<file path="src/rtl/stdp_scheduler_if.sv">
// Spike inputs and weight/update outputs of the STDP learning controller.
// The slave side is the scheduler; the master side drives spikes.
interface stdp_scheduler_if #(
  parameter int NUM_SYN = 4,
  parameter int IDX_W   = $clog2(NUM_SYN),
  parameter int W_W     = 16
);
  logic [NUM_SYN-1:0]     preSpike;
  logic                   postSpike;
  logic                   learn_en;
  logic [NUM_SYN*W_W-1:0] weight_bus;
  logic                   upd_valid;
  logic [IDX_W-1:0]       upd_idx;
  logic                   upd_ltp;
  logic                   busy;

  modport master (
    output preSpike, postSpike, learn_en,
    input  weight_bus, upd_valid, upd_idx, upd_ltp, busy
  );

  modport slave (
    input  preSpike, postSpike, learn_en,
    output weight_bus, upd_valid, upd_idx, upd_ltp, busy
  );
endinterface

</file>
<file path="src/rtl/stdp_scheduler.sv">
// STDP learning controller: spike-age timestamps, pairing classification,
// per-synapse pending queue and a round-robin serialised weight update.
module stdp_scheduler #(
  parameter int NUM_SYN = 4,
  parameter int IDX_W   = $clog2(NUM_SYN),
  parameter int W_W     = 16,
  parameter int AGE_W   = 4,
  parameter int WIN     = 8,
  parameter int DELW    = 12,
  parameter logic [W_W-1:0] WMAX = 16'hFFFF
) (
  input logic              clk,
  input logic              reset,
  stdp_scheduler_if.slave  bus
);

  typedef enum logic {
    S_IDLE,
    S_UPDATE
  } state_e;

  localparam int WX = W_W + 1;
  localparam logic [AGE_W-1:0] AGE_MAX = '1;
  localparam logic [AGE_W-1:0] WIN_A   = AGE_W'(WIN);
  localparam logic [WX-1:0]    DELW_X  = WX'(DELW);
  localparam logic [WX-1:0]    WMAX_X  = {1'b0, WMAX};
  localparam logic [IDX_W-1:0] LAST    = IDX_W'(NUM_SYN - 1);

  state_e st_q, st_d;

  logic [AGE_W-1:0] pre_age_q [NUM_SYN];
  logic [AGE_W-1:0] pre_age_d [NUM_SYN];
  logic [AGE_W-1:0] post_age_q, post_age_d;

  logic [W_W-1:0] w_q [NUM_SYN];
  logic [W_W-1:0] w_d [NUM_SYN];

  logic [NUM_SYN-1:0] pend_q, pend_d;
  logic [NUM_SYN-1:0] dir_q, dir_d;
  logic [NUM_SYN-1:0] req, req_ltp;

  logic [IDX_W-1:0] rr_q, rr_d;
  logic [IDX_W-1:0] idx_q, idx_d;
  logic             ltp_q, ltp_d;
  logic [IDX_W-1:0] grant;
  logic             found;

  logic [WX-1:0]  w_ext, w_sum, w_dif;
  logic [W_W-1:0] w_new;

  always_comb begin
    for (int i = 0; i < NUM_SYN; i++) begin
      if (bus.preSpike[i])
        pre_age_d[i] = '0;
      else if (pre_age_q[i] == AGE_MAX)
        pre_age_d[i] = AGE_MAX;
      else
        pre_age_d[i] = pre_age_q[i] + 1'b1;
    end
    if (bus.postSpike)
      post_age_d = '0;
    else if (post_age_q == AGE_MAX)
      post_age_d = AGE_MAX;
    else
      post_age_d = post_age_q + 1'b1;
  end

  // Pre spike is checked first so coincident spikes resolve to LTD.
  always_comb begin
    req     = '0;
    req_ltp = '0;
    if (bus.learn_en) begin
      for (int i = 0; i < NUM_SYN; i++) begin
        if (bus.preSpike[i] && (post_age_q < WIN_A)) begin
          req[i] = 1'b1;
        end else if (bus.postSpike && (pre_age_q[i] < WIN_A)) begin
          req[i]     = 1'b1;
          req_ltp[i] = 1'b1;
        end
      end
    end
  end

  always_comb begin
    int j;
    j     = 0;
    grant = '0;
    found = 1'b0;
    for (int k = 0; k < NUM_SYN; k++) begin
      j = int'(rr_q) + k;
      if (j >= NUM_SYN)
        j = j - NUM_SYN;
      if (!found && pend_q[j]) begin
        found = 1'b1;
        grant = IDX_W'(j);
      end
    end
  end

  always_comb begin
    w_ext = {1'b0, w_q[idx_q]};
    w_sum = w_ext + DELW_X;
    w_dif = w_ext - DELW_X;
    if (ltp_q)
      w_new = (w_sum > WMAX_X) ? WMAX : w_sum[W_W-1:0];
    else
      w_new = w_dif[W_W] ? '0 : w_dif[W_W-1:0];
  end

  always_comb begin
    st_d   = st_q;
    idx_d  = idx_q;
    ltp_d  = ltp_q;
    rr_d   = rr_q;
    pend_d = pend_q;
    dir_d  = dir_q;
    w_d    = w_q;
    unique case (st_q)
      S_IDLE: begin
        if (found) begin
          idx_d = grant;
          ltp_d = dir_q[grant];
          st_d  = S_UPDATE;
        end
      end
      S_UPDATE: begin
        w_d[idx_q]    = w_new;
        pend_d[idx_q] = 1'b0;
        rr_d          = (idx_q == LAST) ? '0 : idx_q + 1'b1;
        st_d          = S_IDLE;
      end
      default: st_d = S_IDLE;
    endcase
    // A request on the service edge re-arms the entry with its new direction.
    for (int i = 0; i < NUM_SYN; i++) begin
      if (req[i]) begin
        pend_d[i] = 1'b1;
        dir_d[i]  = req_ltp[i];
      end
    end
  end

  always_ff @(posedge clk or negedge reset) begin
    if (!reset) begin
      st_q       <= S_IDLE;
      post_age_q <= AGE_MAX;
      pend_q     <= '0;
      dir_q      <= '0;
      rr_q       <= '0;
      idx_q      <= '0;
      ltp_q      <= 1'b0;
      for (int i = 0; i < NUM_SYN; i++) begin
        pre_age_q[i] <= AGE_MAX;
        w_q[i]       <= '0;
      end
    end else begin
      st_q       <= st_d;
      post_age_q <= post_age_d;
      pend_q     <= pend_d;
      dir_q      <= dir_d;
      rr_q       <= rr_d;
      idx_q      <= idx_d;
      ltp_q      <= ltp_d;
      for (int i = 0; i < NUM_SYN; i++) begin
        pre_age_q[i] <= pre_age_d[i];
        w_q[i]       <= w_d[i];
      end
    end
  end

  for (genvar g = 0; g < NUM_SYN; g++) begin : g_bus
    assign bus.weight_bus[g*W_W +: W_W] = w_q[g];
  end

  assign bus.upd_valid = (st_q == S_UPDATE);
  assign bus.upd_idx   = idx_q;
  assign bus.upd_ltp   = ltp_q;
  assign bus.busy      = (|pend_q) || (st_q == S_UPDATE);

endmodule

</file>
<file path="src/flat_wrapper.sv">
// flat-port wrapper written by rule: the top's interface ports become plain ports
module stdp_scheduler_flat 
#(
  parameter int NUM_SYN = 4,
  parameter int IDX_W   = $clog2(NUM_SYN),
  parameter int W_W     = 16,
  parameter int AGE_W   = 4,
  parameter int WIN     = 8,
  parameter int DELW    = 12,
  parameter logic [W_W-1:0] WMAX = 16'hFFFF
)
  (clk, reset, bus_preSpike, bus_postSpike, bus_learn_en, bus_weight_bus, bus_upd_valid, bus_upd_idx, bus_upd_ltp, bus_busy);
  stdp_scheduler_if #(.NUM_SYN(NUM_SYN), .IDX_W(IDX_W), .W_W(W_W)) bus_i ();
  input logic clk;
  input logic reset;
  input wire logic [$bits(bus_i.preSpike)-1:0] bus_preSpike;
  input wire logic [$bits(bus_i.postSpike)-1:0] bus_postSpike;
  input wire logic [$bits(bus_i.learn_en)-1:0] bus_learn_en;
  output wire logic [$bits(bus_i.weight_bus)-1:0] bus_weight_bus;
  output wire logic [$bits(bus_i.upd_valid)-1:0] bus_upd_valid;
  output wire logic [$bits(bus_i.upd_idx)-1:0] bus_upd_idx;
  output wire logic [$bits(bus_i.upd_ltp)-1:0] bus_upd_ltp;
  output wire logic [$bits(bus_i.busy)-1:0] bus_busy;
  assign bus_i.preSpike = bus_preSpike;
  assign bus_i.postSpike = bus_postSpike;
  assign bus_i.learn_en = bus_learn_en;
  assign bus_weight_bus = bus_i.weight_bus;
  assign bus_upd_valid = bus_i.upd_valid;
  assign bus_upd_idx = bus_i.upd_idx;
  assign bus_upd_ltp = bus_i.upd_ltp;
  assign bus_busy = bus_i.busy;
  stdp_scheduler #(.NUM_SYN(NUM_SYN), .IDX_W(IDX_W), .W_W(W_W), .AGE_W(AGE_W), .WIN(WIN), .DELW(DELW), .WMAX(WMAX)) u_core (.clk(clk), .reset(reset), .bus(bus_i));
endmodule
</file>
<file path="config.mk">
export PLATFORM = sky130hd
export DESIGN_NAME = stdp_scheduler_flat
export DESIGN_NICKNAME = d
export VERILOG_FILES = /design/src/rtl/stdp_scheduler_if.sv /design/src/rtl/stdp_scheduler.sv /design/src/flat_wrapper.sv
export SDC_FILE = /design/constraint.sdc
export NUM_CORES = 1
export LEC_CHECK = 0
export BUFFER_PORTS_ARGS = -buffer_cell sky130_fd_sc_hd__buf_4
export CORE_MARGIN = 2
export CORE_UTILIZATION = 45
export DETAILED_ROUTE_END_ITERATION = 8
export PLACE_DENSITY = 0.79
export SLEW_MARGIN = 5
export SYNTH_ARGS = -nofsm -noshare
export SYNTH_HDL_FRONTEND = slang
export SYNTH_SLANG_ARGS = --single-unit
export TNS_END_PERCENT = 5
</file>
<file path="constraint.sdc">
create_clock -name clk -period 2.9 [get_ports clk]
set_input_delay 0 -clock clk [delete_from_list [all_inputs] [get_ports clk]]
set_output_delay 0 -clock clk [all_outputs]
set_load 0.01 [all_outputs]
</file>
==> out/qor.tcl <==
set qor(initial_utilization_pct) 46.02
set qor(globalRouteOverflowTotal) 0
set qor(timing.final.crit_period_ns) 2.847
set qor(synth_top_flop_cell) {sky130_fd_sc_hd__dfrtp_1}
set qor(path_max_fanout) 12
set qor(design.core.area_mm2) 0.01142
set qor(yosysUniqueCellTypes) 52
set qor(final_layout_size_suffix_gt1_share_pct) 31.11
set qor(fp.dieH_um) 112.1
set qor(vias) 4443
set qor(dr.pass1.iters) 5
set qor(data_required_time_at_the_worst_endpoint_ns) 3.11
set qor(clock_transition_at_path_regs_ns) 0.07
set qor(path_cells) {buf_12 > mux4_2 > or4_4 > nor3_4 > buf_4 > nand3_1 > a21oi_1 > a21oi_1}
set qor(globalRouteTotalUtil_pct) 22.79
set qor(floorplan.die_area_mm2) 0.01256
set qor(grt_setup_unrepaired) {yes}
set qor(dp_hpwl_um) 9934
set qor(number_of_storage_elements_in_the_synthesis_netlist) 98
set qor(cp-start-kind) {flip-flop}
set qor(die_width_um) 112.1
set qor(layout.cells.most_common) {sky130_fd_sc_hd__buf_4}
set qor(cpMostUsedCell) {sky130_fd_sc_hd__a21oi_1}
set qor(syn_to_final_growth_pct) 24.93
set qor(fp-row-count) 39
set qor(finalHoldViolations) 0
set qor(top_level_port_count) 77
set qor(yosys_warnings) 0
set qor(antenna_left) 0
set qor(clockBufferDepth) 2
set qor(worstRegToRegCells) 8
set qor(finalWeightedCongestion) 0.9069
set qor(top_cells_by_area_in_the_synthesized_netlist) {sky130_fd_sc_hd__dfrtp_1 37%, sky130_fd_sc_hd__dfstp_2 10%, sky130_fd_sc_hd__mux4_2 7.7%, sky130_fd_sc_hd__nor2_1 5.4%, sky130_fd_sc_hd__a21oi_1 5.0%}
set qor(crit_slowest_cell) {sky130_fd_sc_hd__mux4_2}
set qor(drv_slew) 0
set qor(layout.cells.most_common_list) {111 x sky130_fd_sc_hd__buf_4, 78 x sky130_fd_sc_hd__dfrtp_1, 75 x sky130_fd_sc_hd__nor2_1}
set qor(grt_pass1_vias) 4584
set qor(pin_count_of_the_biggest_net_entering_global_routing) 62
set qor(fin_worst_skew_ns) 0.006080
set qor(critPathKind) {reg -> reg}
set qor(syn_area_mm2) 0.005255
set qor(power.ir.vdd_worst_v) 0.0006061
set qor(ctsHtreeMaxLevel) 3
set qor(avgViaCountPerCell) 5.748
set qor(async_flop_share_pct) 100.0
set qor(wire_per_inst_um) 17.95
set qor(grt_antenna_before_repair) 0
set qor(number_of_nets_produced_by_synthesis) 541
set qor(design_power_total_mw) 8.896
set qor(routed_wirelength_um) 13870
set qor(worstSkewPairLatency_ns) 0.35
set qor(number_of_flops_mapped_to_enable_cells_by_yosys) 0
set qor(timing.final.setup_violations) 0
set qor(arrival_ns) 3.06
set qor(r2r_slack_ns) 0.05
set qor(finalNetCount) 645
set qor(endpoint_kind) {flip-flop}
set qor(min_path_type) {in -> async}
set qor(regArea_mm2) 0.002477
set qor(tns_ns) 0
set qor(tritoncts) {yes}
set qor(fin_crit_sh_pct) 98.18
set qor(detail_route.iter0.violations) 203
set qor(cts.sinks) 98
set qor(maxCapViolations) 0
set qor(synth_largest_type_area_fraction_pct) 37.14
set qor(critical_path.max_stage_delay_ns) 0.60
set qor(static_leak_nw) 2.769
set qor(fillers) 1017
set qor(cts-root-buf) {sky130_fd_sc_hd__clkbuf_16}
set qor(remaining_drc_errors) 0
set qor(cts_buffers) 9
set qor(multi_input_area_mm2) 0.002619
set qor(p_per_area_mw_per_mm2) 1355
set qor(io_buffers) 76
set qor(status) {finished, final reports clean}
set qor(final-instance-count-excl-fill) 773
set qor(synth_sequential_area_ratio_pct) 47.14
set qor(synthCells) 521
set qor(worstReg2RegStart) {u_core.bus.upd_idx[0]}
set qor(syn-mean-instance-area_um2) 10.09
set qor(maxClockFrequency_mhz) 351.2
set qor(grt_pass1_wl_um) 22680
set qor(post-place-cells) 748
set qor(timing.rr.end) {u_core.bus.weight_bus[18]}
set qor(post-synth-top-area-cell) {sky130_fd_sc_hd__dfrtp_1}
set qor(n_antenna_cell) 0
set qor(worst_slew_pin_slew_ns) 0.7655
set qor(slew-limit-headroom_pct) 48.97
-- area by class of cell --
cell class | count | area share [%]
repair buffers | 120 | 14.24
clock inverters | 5 | 0.5718
multi-input cells | 376 | 39.89
inverters | 20 | 1.144
well taps | 143 | 2.725
clock buffers | 11 | 3.697
flip-flops and latches | 98 | 37.74
-- registers in the layout, indices dropped and copies added, names as in the netlist --
name	cells
u_core.bus.upd_ltp	1
u_core.bus.upd_idx	2
u_core.pend_q	4
u_core.dir_q	4
u_core.bus.weight_bus	64
u_core.post_age_q	4
u_core.rr_q	2
u_core.bus.upd_valid	1
u_core.pre_age_q	16
-- cells in the mapped netlist, drive strengths merged (5+ instances only) --
| cell type | number |
|---|---|
| mux4 | 18 |
| xnor2 | 10 |
| dfstp | 20 |
| a211oi | 5 |
| ha | 12 |
| a22o | 5 |
| nor3 | 20 |
| nor4 | 9 |
| inv | 20 |
| mux2i | 5 |
| nor2 | 75 |
| buf | 15 |
| nand2b | 7 |
| a31oi | 9 |
| xor2 | 5 |
| o22ai | 5 |
| o21ai | 24 |
| dfrtp | 78 |
| a21oi | 54 |
| nand2 | 42 |
| clkbuf | 12 |
| or2 | 6 |
| nand3 | 17 |
| nor3b | 6 |
| mux2 | 7 |
-- worst max-delay path: cells and delay by family, from the launching register on --
family	cells	cell delay, ns
buffers and inverters	2	0.33
AND/OR/NAND/NOR	3	0.85
flip-flops	1	0.38
AO/OA/AOI/OAI	2	0.55
multiplexers	1	0.60
-- metal layers --
layer  up-vias  track usage (%)  part of all wire [%]
met1      2199            27.61                    40
li1       2092                -                     -
met3        22            3.564                   4.7
met4         0            9.675                   2.0
met2       130            40.61                    54
met5         -                0                     0
-- power by group --
group	switching [mW]	internal, mW	total, mW	leakage [nW]
registers	0.522	1.90	2.42	1.10
logic	2.90	2.46	5.36	1.53
clock network	0.512	0.609	1.12	0.133
-- per-stage QoR --
step                setup slack [ns]  area, µm²  hold WS [ns]  utilization (%)
global route                -0.05860       6565        0.3458            57.50
floorplan                   -0.01274       5264       -0.2956                -
finish                       0.05267       6565        0.2718            57.50
detailed placement           0.02733       6153        0.1200            53.89
global placement             0.08684       6153        0.1102            53.89
CTS                          0.01738       6530        0.2863            57.19
-- worst max-delay path by stage --
stage                                     start                   endpoint  slack [ns]  cells past startpoint
after floorplan           u_core.bus.upd_idx[0]  u_core.bus.weight_bus[14]       -0.01                     11
after global placement    u_core.bus.upd_idx[0]  u_core.bus.weight_bus[61]        0.09                      8
after detailed placement  u_core.bus.upd_idx[0]  u_core.bus.weight_bus[29]        0.03                      9
after CTS                 u_core.bus.upd_idx[0]  u_core.bus.weight_bus[30]        0.02                     10
after global routing      u_core.bus.upd_idx[0]  u_core.bus.weight_bus[28]       -0.06                      8
final                     u_core.bus.upd_idx[0]  u_core.bus.weight_bus[18]        0.05                      8
-- logic make-up after synthesis --
| kind of cell | count (synthesis) | share of synthesized area, % |
|---|---|---|
| compound gates | 120 | 15.02 |
| buf+inv | 47 | 4.095 |
| simple gates | 199 | 18.21 |
| xor+xnor | 15 | 2.500 |
| mux | 30 | 10.17 |
| flops | 98 | 47.14 |
| fa+ha+maj | 12 | 2.857 |
-- repair_timing --
| item | in CTS | in global routing |
|---|---|---|
| pin swaps | 1 | 3 |
| endpoints found under the setup margin | 4 | 37 |
| setup buffers | 2 | 0 |
| gates resized for setup | 1 | 8 |
| hold endpoints to repair | 67 | 0 |
| hold buffers | 7 | 0 |
Power figures use the tool's default switching activity.
